<file path="config.mk">
export PLATFORM = sky130hd
export DESIGN_NAME = msg_beat_deframer
export DESIGN_NICKNAME = d
export VERILOG_FILES = /design/src/rtl/msg_beat_deframer.sv
export SDC_FILE = /design/constraint.sdc
export NUM_CORES = 1
export LEC_CHECK = 0
export ABC_AREA = 0
export BUFFER_PORTS_ARGS = -buffer_cell sky130_fd_sc_hd__buf_2
export CAP_MARGIN = 20
export CORE_MARGIN = 1.5
export CORE_UTILIZATION = 49
export DETAILED_ROUTE_END_ITERATION = 10
export PLACE_DENSITY_LB_ADDON = 0.15
export SETUP_SLACK_MARGIN = 0.3
export SLEW_MARGIN = 20
export SYNTH_ARGS = -nofsm -noshare
export SYNTH_HDL_FRONTEND = slang
export SYNTH_SLANG_ARGS = --single-unit
</file>
<file path="constraint.sdc">
create_clock -name CLK -period 12.8 [get_ports CLK]
set_clock_uncertainty 0.1 [all_clocks]
set_input_delay 1.28 -clock CLK [delete_from_list [all_inputs] [get_ports CLK]]
set_output_delay 1.28 -clock CLK [all_outputs]
set_load 0.005 [all_outputs]
</file>
<file path="src/rtl/msg_beat_deframer.sv">
// rtl/msg_beat_deframer.sv - splits header+payload beat messages into a tagged payload FIFO
// Oversize messages are swallowed whole; each FIFO entry carries its own method and first/last tags.
module msg_beat_deframer #(
  parameter int DEPTH     = 8,
  parameter int MAX_WORDS = 255
) (
  input  logic        CLK,
  input  logic        RST,
  input  logic        in_src_rdy,
  input  logic [31:0] in_beat,
  output logic        in_dst_rdy,
  output logic        out_valid,
  input  logic        out_ready,
  output logic [31:0] out_data,
  output logic [15:0] out_method,
  output logic        out_first,
  output logic        out_last,
  output logic        err_len,
  output logic [31:0] msg_count
);

  localparam int AW = $clog2(DEPTH);

  typedef enum logic [1:0] {HDR, BODY, DISCARD} state_t;

  state_t        state, nextState;
  logic [15:0]   remaining, nextRemaining;
  logic [15:0]   msgLen, method;
  logic [15:0]   hdrLen;
  logic [AW:0]   count;
  logic [AW-1:0] wrPtr, rdPtr;
  logic [49:0]   mem [DEPTH];
  logic          fifoFull, xfer, push, pop, msgDone, hdrOver, nextErr;

  assign hdrLen   = in_beat[15:0];
  assign hdrOver  = {1'b0, hdrLen} > 17'(MAX_WORDS);
  assign fifoFull = (count == (AW+1)'(DEPTH));
  assign out_valid = (count != '0);
  assign pop      = out_valid && out_ready;
  // Ready depends only on registered state (and reset), never on the handshake inputs.
  assign in_dst_rdy = !RST && ((state != BODY) || !fifoFull);
  assign xfer     = in_src_rdy && in_dst_rdy;

  always_comb begin
    nextState     = state;
    nextRemaining = remaining;
    push          = 1'b0;
    msgDone       = 1'b0;
    nextErr       = 1'b0;
    case (state)
      HDR: begin
        if (xfer) begin
          if (hdrLen == 16'd0) begin
            msgDone = 1'b1;
          end else if (hdrOver) begin
            nextErr       = 1'b1;
            nextState     = DISCARD;
            nextRemaining = hdrLen;
          end else begin
            nextState     = BODY;
            nextRemaining = hdrLen;
          end
        end
      end
      BODY: begin
        if (xfer) begin
          push          = 1'b1;
          nextRemaining = remaining - 16'd1;
          if (remaining == 16'd1) begin
            msgDone   = 1'b1;
            nextState = HDR;
          end
        end
      end
      DISCARD: begin
        if (xfer) begin
          nextRemaining = remaining - 16'd1;
          if (remaining == 16'd1) nextState = HDR;
        end
      end
      default: nextState = HDR;
    endcase
  end

  always_ff @(posedge CLK or posedge RST) begin
    if (RST) begin
      state     <= HDR;
      remaining <= '0;
      msgLen    <= '0;
      method    <= '0;
      err_len   <= 1'b0;
      msg_count <= '0;
      wrPtr     <= '0;
      rdPtr     <= '0;
      count     <= '0;
    end else begin
      state     <= nextState;
      remaining <= nextRemaining;
      err_len   <= nextErr;
      if (msgDone) msg_count <= msg_count + 32'd1;
      if (state == HDR && xfer) begin
        method <= in_beat[31:16];
        msgLen <= hdrLen;
      end
      if (push) wrPtr <= wrPtr + AW'(1);
      if (pop)  rdPtr <= rdPtr + AW'(1);
      case ({push, pop})
        2'b10:   count <= count + (AW+1)'(1);
        2'b01:   count <= count - (AW+1)'(1);
        default: count <= count;
      endcase
    end
  end

  always_ff @(posedge CLK) begin
    if (push) mem[wrPtr] <= {in_beat, method, remaining == msgLen, remaining == 16'd1};
  end

  assign {out_data, out_method, out_first, out_last} = mem[rdPtr];

endmodule

</file>
==> insert_results.sql <==
INSERT INTO impl_metrics (metric_group, metric, value, unit) VALUES
('synth', 'post-synth-top-count-cell', 'sky130_fd_sc_hd__edfxtp_1', ''),
('global_routing', 'first_global_vias', '10300', ''),
('sta', 'relative_slew_slack', '0.254', ''),
('synth', 'synth_enable_flop_cells', '400', ''),
('die', 'dieArea', '0.0418', 'mm²'),
('clocking', 'cts_tree', 'done', ''),
('die', 'floorplan.rows', '73', ''),
('sta', 'rsz0062_at_grt', 'no', ''),
('global_routing', 'grt.total_usage', '0.202', ''),
('critical_path', 'critical_path_arrival', '3.26', 'ns'),
('global_routing', 'grt_start_max_net_pins', '61', ''),
('synth', 'post_synth_most_frequent_cells', 'sky130_fd_sc_hd__edfxtp_1, sky130_fd_sc_hd__mux4_2, sky130_fd_sc_hd__dfrtp_1', ''),
('sta', 'final.period_utilization', '0.363', ''),
('synth', 'synth-seq-cells', '493', ''),
('place', 'numPlacedInstances', '1643', ''),
('layout', 'area_delta_synth_final', '15.1', '%'),
('critical_path', 'critical_path_class', 'flop to primary output', ''),
('detailed_routing', 'firstDrtPassIters', '4', ''),
('sta', 'finalWorstPathRequiredPeriod', '4.64', 'ns'),
('critical_path', 'cp_cell_sequence', 'buf_4, mux4_2, mux2_2, buf_2', ''),
('critical_path', 'crit_path_start_kind', 'flop', ''),
('die', 'floorplan.initialDensity', '0.498', ''),
('clocking', 'number_of_sinks_handled_by_clock_tree_synthesis', '493', ''),
('power', 'power.leakage', '7.85', 'nW'),
('synth', 'mappedNetlistNets', '1076', ''),
('detailed_routing', 'vias', '9907', ''),
('place', 'numPortBuffers', '120', ''),
('die', 'dieHeight', '204', 'µm'),
('clocking', 'cts-root-buf', 'sky130_fd_sc_hd__clkbuf_16', ''),
('layout', 'ff_latch_area', '0.0143', 'mm²'),
('layout', 'layout.nets', '1219', ''),
('clocking', 'cts.repair.resized', '0', ''),
('power', 'total_switching_power', '1.26', 'mW'),
('layout', 'filler_cell_count', '3000', ''),
('synth', 'synth_warnings', '0', ''),
('detailed_routing', 'drcViolationCount', '0', ''),
('global_routing', 'grt_first_pass_wirelength', '62.5', 'mm'),
('sta', 'fin_setup_tns', '0', 'ns'),
('global_routing', 'antenna_found_initial', '2', ''),
('clocking', 'ctsLongestPathBuffers', '3', ''),
('detailed_routing', 'viasPerCell', '5.69', ''),
('detailed_routing', 'route.final.wire_length', '40.4', 'mm'),
('sta', 'drv_slew', '0', ''),
('layout', 'postLayoutCoreUtil', '0.574', ''),
('power', 'power.share.combinational', '0.227', ''),
('clocking', 'cts_hold_repair.buffers', '0', ''),
('detailed_routing', 'remaining_number_of_nets_flagged_by_the_antenna_check_after_routing', '0', ''),
('synth', 'syn_area', '0.0199', 'mm²'),
('synth', 'avgSynthCellArea', '19.3', 'µm²'),
('power', 'share_clk_of_total_power', '0.328', ''),
('layout', 'stdcell_count', '1741', ''),
('place', 'detailedPlace.worstSlack', '8.66', 'ns'),
('die', 'design.core.area', '0.0399', 'mm²'),
('layout', 'multi_input_area', '0.00532', 'mm²'),
('power', 'fin_total_pwr', '4.70', 'mW'),
('place', 'finalWeightedCongestion', '0.773', ''),
('clocking', 'postCtsSetupBuffers', '0', ''),
('die', 'die_x', '204', 'µm'),
('run_status', 'outcome', 'complete, no violations', ''),
('synth', 'synth_cell_type_count', '55', ''),
('synth', 'synth_flop_cell', 'sky130_fd_sc_hd__edfxtp_1', ''),
('critical_path', 'worst_path_largest_cell_delay', '0.83', 'ns'),
('critical_path', 'cpMaxStageDelayCell', 'sky130_fd_sc_hd__buf_4', ''),
('synth', 'synth_area_leader_cell', 'sky130_fd_sc_hd__edfxtp_1', ''),
('power', 'power.share.sequential', '0.445', ''),
('power', 'powerDensity', '205', 'mW/mm²'),
('global_routing', 'grt.overflow.total', '0', ''),
('power', 'switching_share', '0.268', ''),
('job', 'max-cap-violations', '0', ''),
('critical_path', 'timing.critical_path.required', '11.42', 'ns'),
('sta', 'postLayoutSetupSlackWorst', '8.16', 'ns');
==> per-layer routing <==
| layer | up-vias | wire length [µm] | track usage |
|---|---|---|---|
| met5 | - | 7 | 0 |
| met4 | 2 | 789 | 0.0538 |
| met3 | 56 | 1990 | 0.0392 |
| met2 | 202 | 19800 | 0.326 |
| met1 | 5232 | 17800 | 0.285 |
| li1 | 4415 | - | - |
==> placed cells by master (no fill, tap or decap), types with 19 or more instances in the layout <==
master                        n
sky130_fd_sc_hd__dfrtp_1     90
sky130_fd_sc_hd__xor2_1      19
sky130_fd_sc_hd__mux4_2     100
sky130_fd_sc_hd__mux2_2      76
sky130_fd_sc_hd__nand2_1     32
sky130_fd_sc_hd__xnor2_1     36
sky130_fd_sc_hd__buf_2      120
sky130_fd_sc_hd__buf_4       21
sky130_fd_sc_hd__clkbuf_16   53
sky130_fd_sc_hd__edfxtp_1   400
sky130_fd_sc_hd__nor2_1      21
==> cells by family (layout without fill, tap and decap cells) <==
group / after synthesis / count (layout) / synth area share
buf+inv: 63 / 249 / 0.0138
simple gates: 156 / 156 / 0.0477
other cells: 0 / 1 / 0
xor+xnor: 55 / 55 / 0.0242
fa+ha+maj: 11 / 11 / 0.00730
flops: 493 / 493 / 0.721
compound gates: 61 / 61 / 0.0221
mux: 190 / 190 / 0.164
==> power by group through the flow <==
stage | registers (mW) | logic [mW] | clock network, mW
2_1_floorplan | 2.01 | 0.851 | 0
3_3_place_gp | 2.12 | 1.08 | 0
3_5_place_dp | 2.13 | 1.09 | 0
4_1_cts | 2.09 | 1.10 | 1.57
5_1_grt | 2.12 | 1.17 | 1.63
6_report | 2.09 | 1.07 | 1.54
==> final cells by class <==
type | count | share of cell area
Multi-Input combinational cell | 473 | 0.232
Timing Repair Buffer | 142 | 0.0333
Inverter | 11 | 0.00191
Clock buffer | 70 | 0.0616
Clock inverter | 26 | 0.0152
Antenna cell | 1 | 0.000109
Tap cell | 525 | 0.0287
Sequential cell | 493 | 0.627
==> worst paths after layout <==
path,end,depth (start not counted),slack [ns],startpoint
max,out_method[9],4,8.16,rdPtr[0]
min,msg_count[31],1,0.37,msg_count[31]
max reg2reg,mem[5][35],7,9.72,state[0]
min reg2reg,msg_count[31],1,0.37,msg_count[31]
max in group asynchronous,rdPtr[0],3,10.71,RST
min in group asynchronous,msg_count[5],2,0.66,RST
==> critical path: cells and delay by family (launching register included) <==
kind	cells	cell delay, ns
buffers and inverters	2	0.97
muxes	2	0.91
DFF	1	0.77
==> state kept, by name (all words and copies together), names as in the netlist <==
name,count
msg_count,32
count,4
method,16
state,2
mem,400
wrPtr,3
rdPtr,3
remaining,16
msgLen,16
err_len,1
==> through the flow <==
step           hold slack, ns  instance area [µm²]
4_1_cts                 0.378                22900
3_5_place_dp            0.360                21100
5_1_grt                 0.405                22900
3_3_place_gp            0.355                21100
6_report                0.374                22900
2_1_floorplan           0.346                19900
Note: power is estimated with default switching activity, not from simulation.
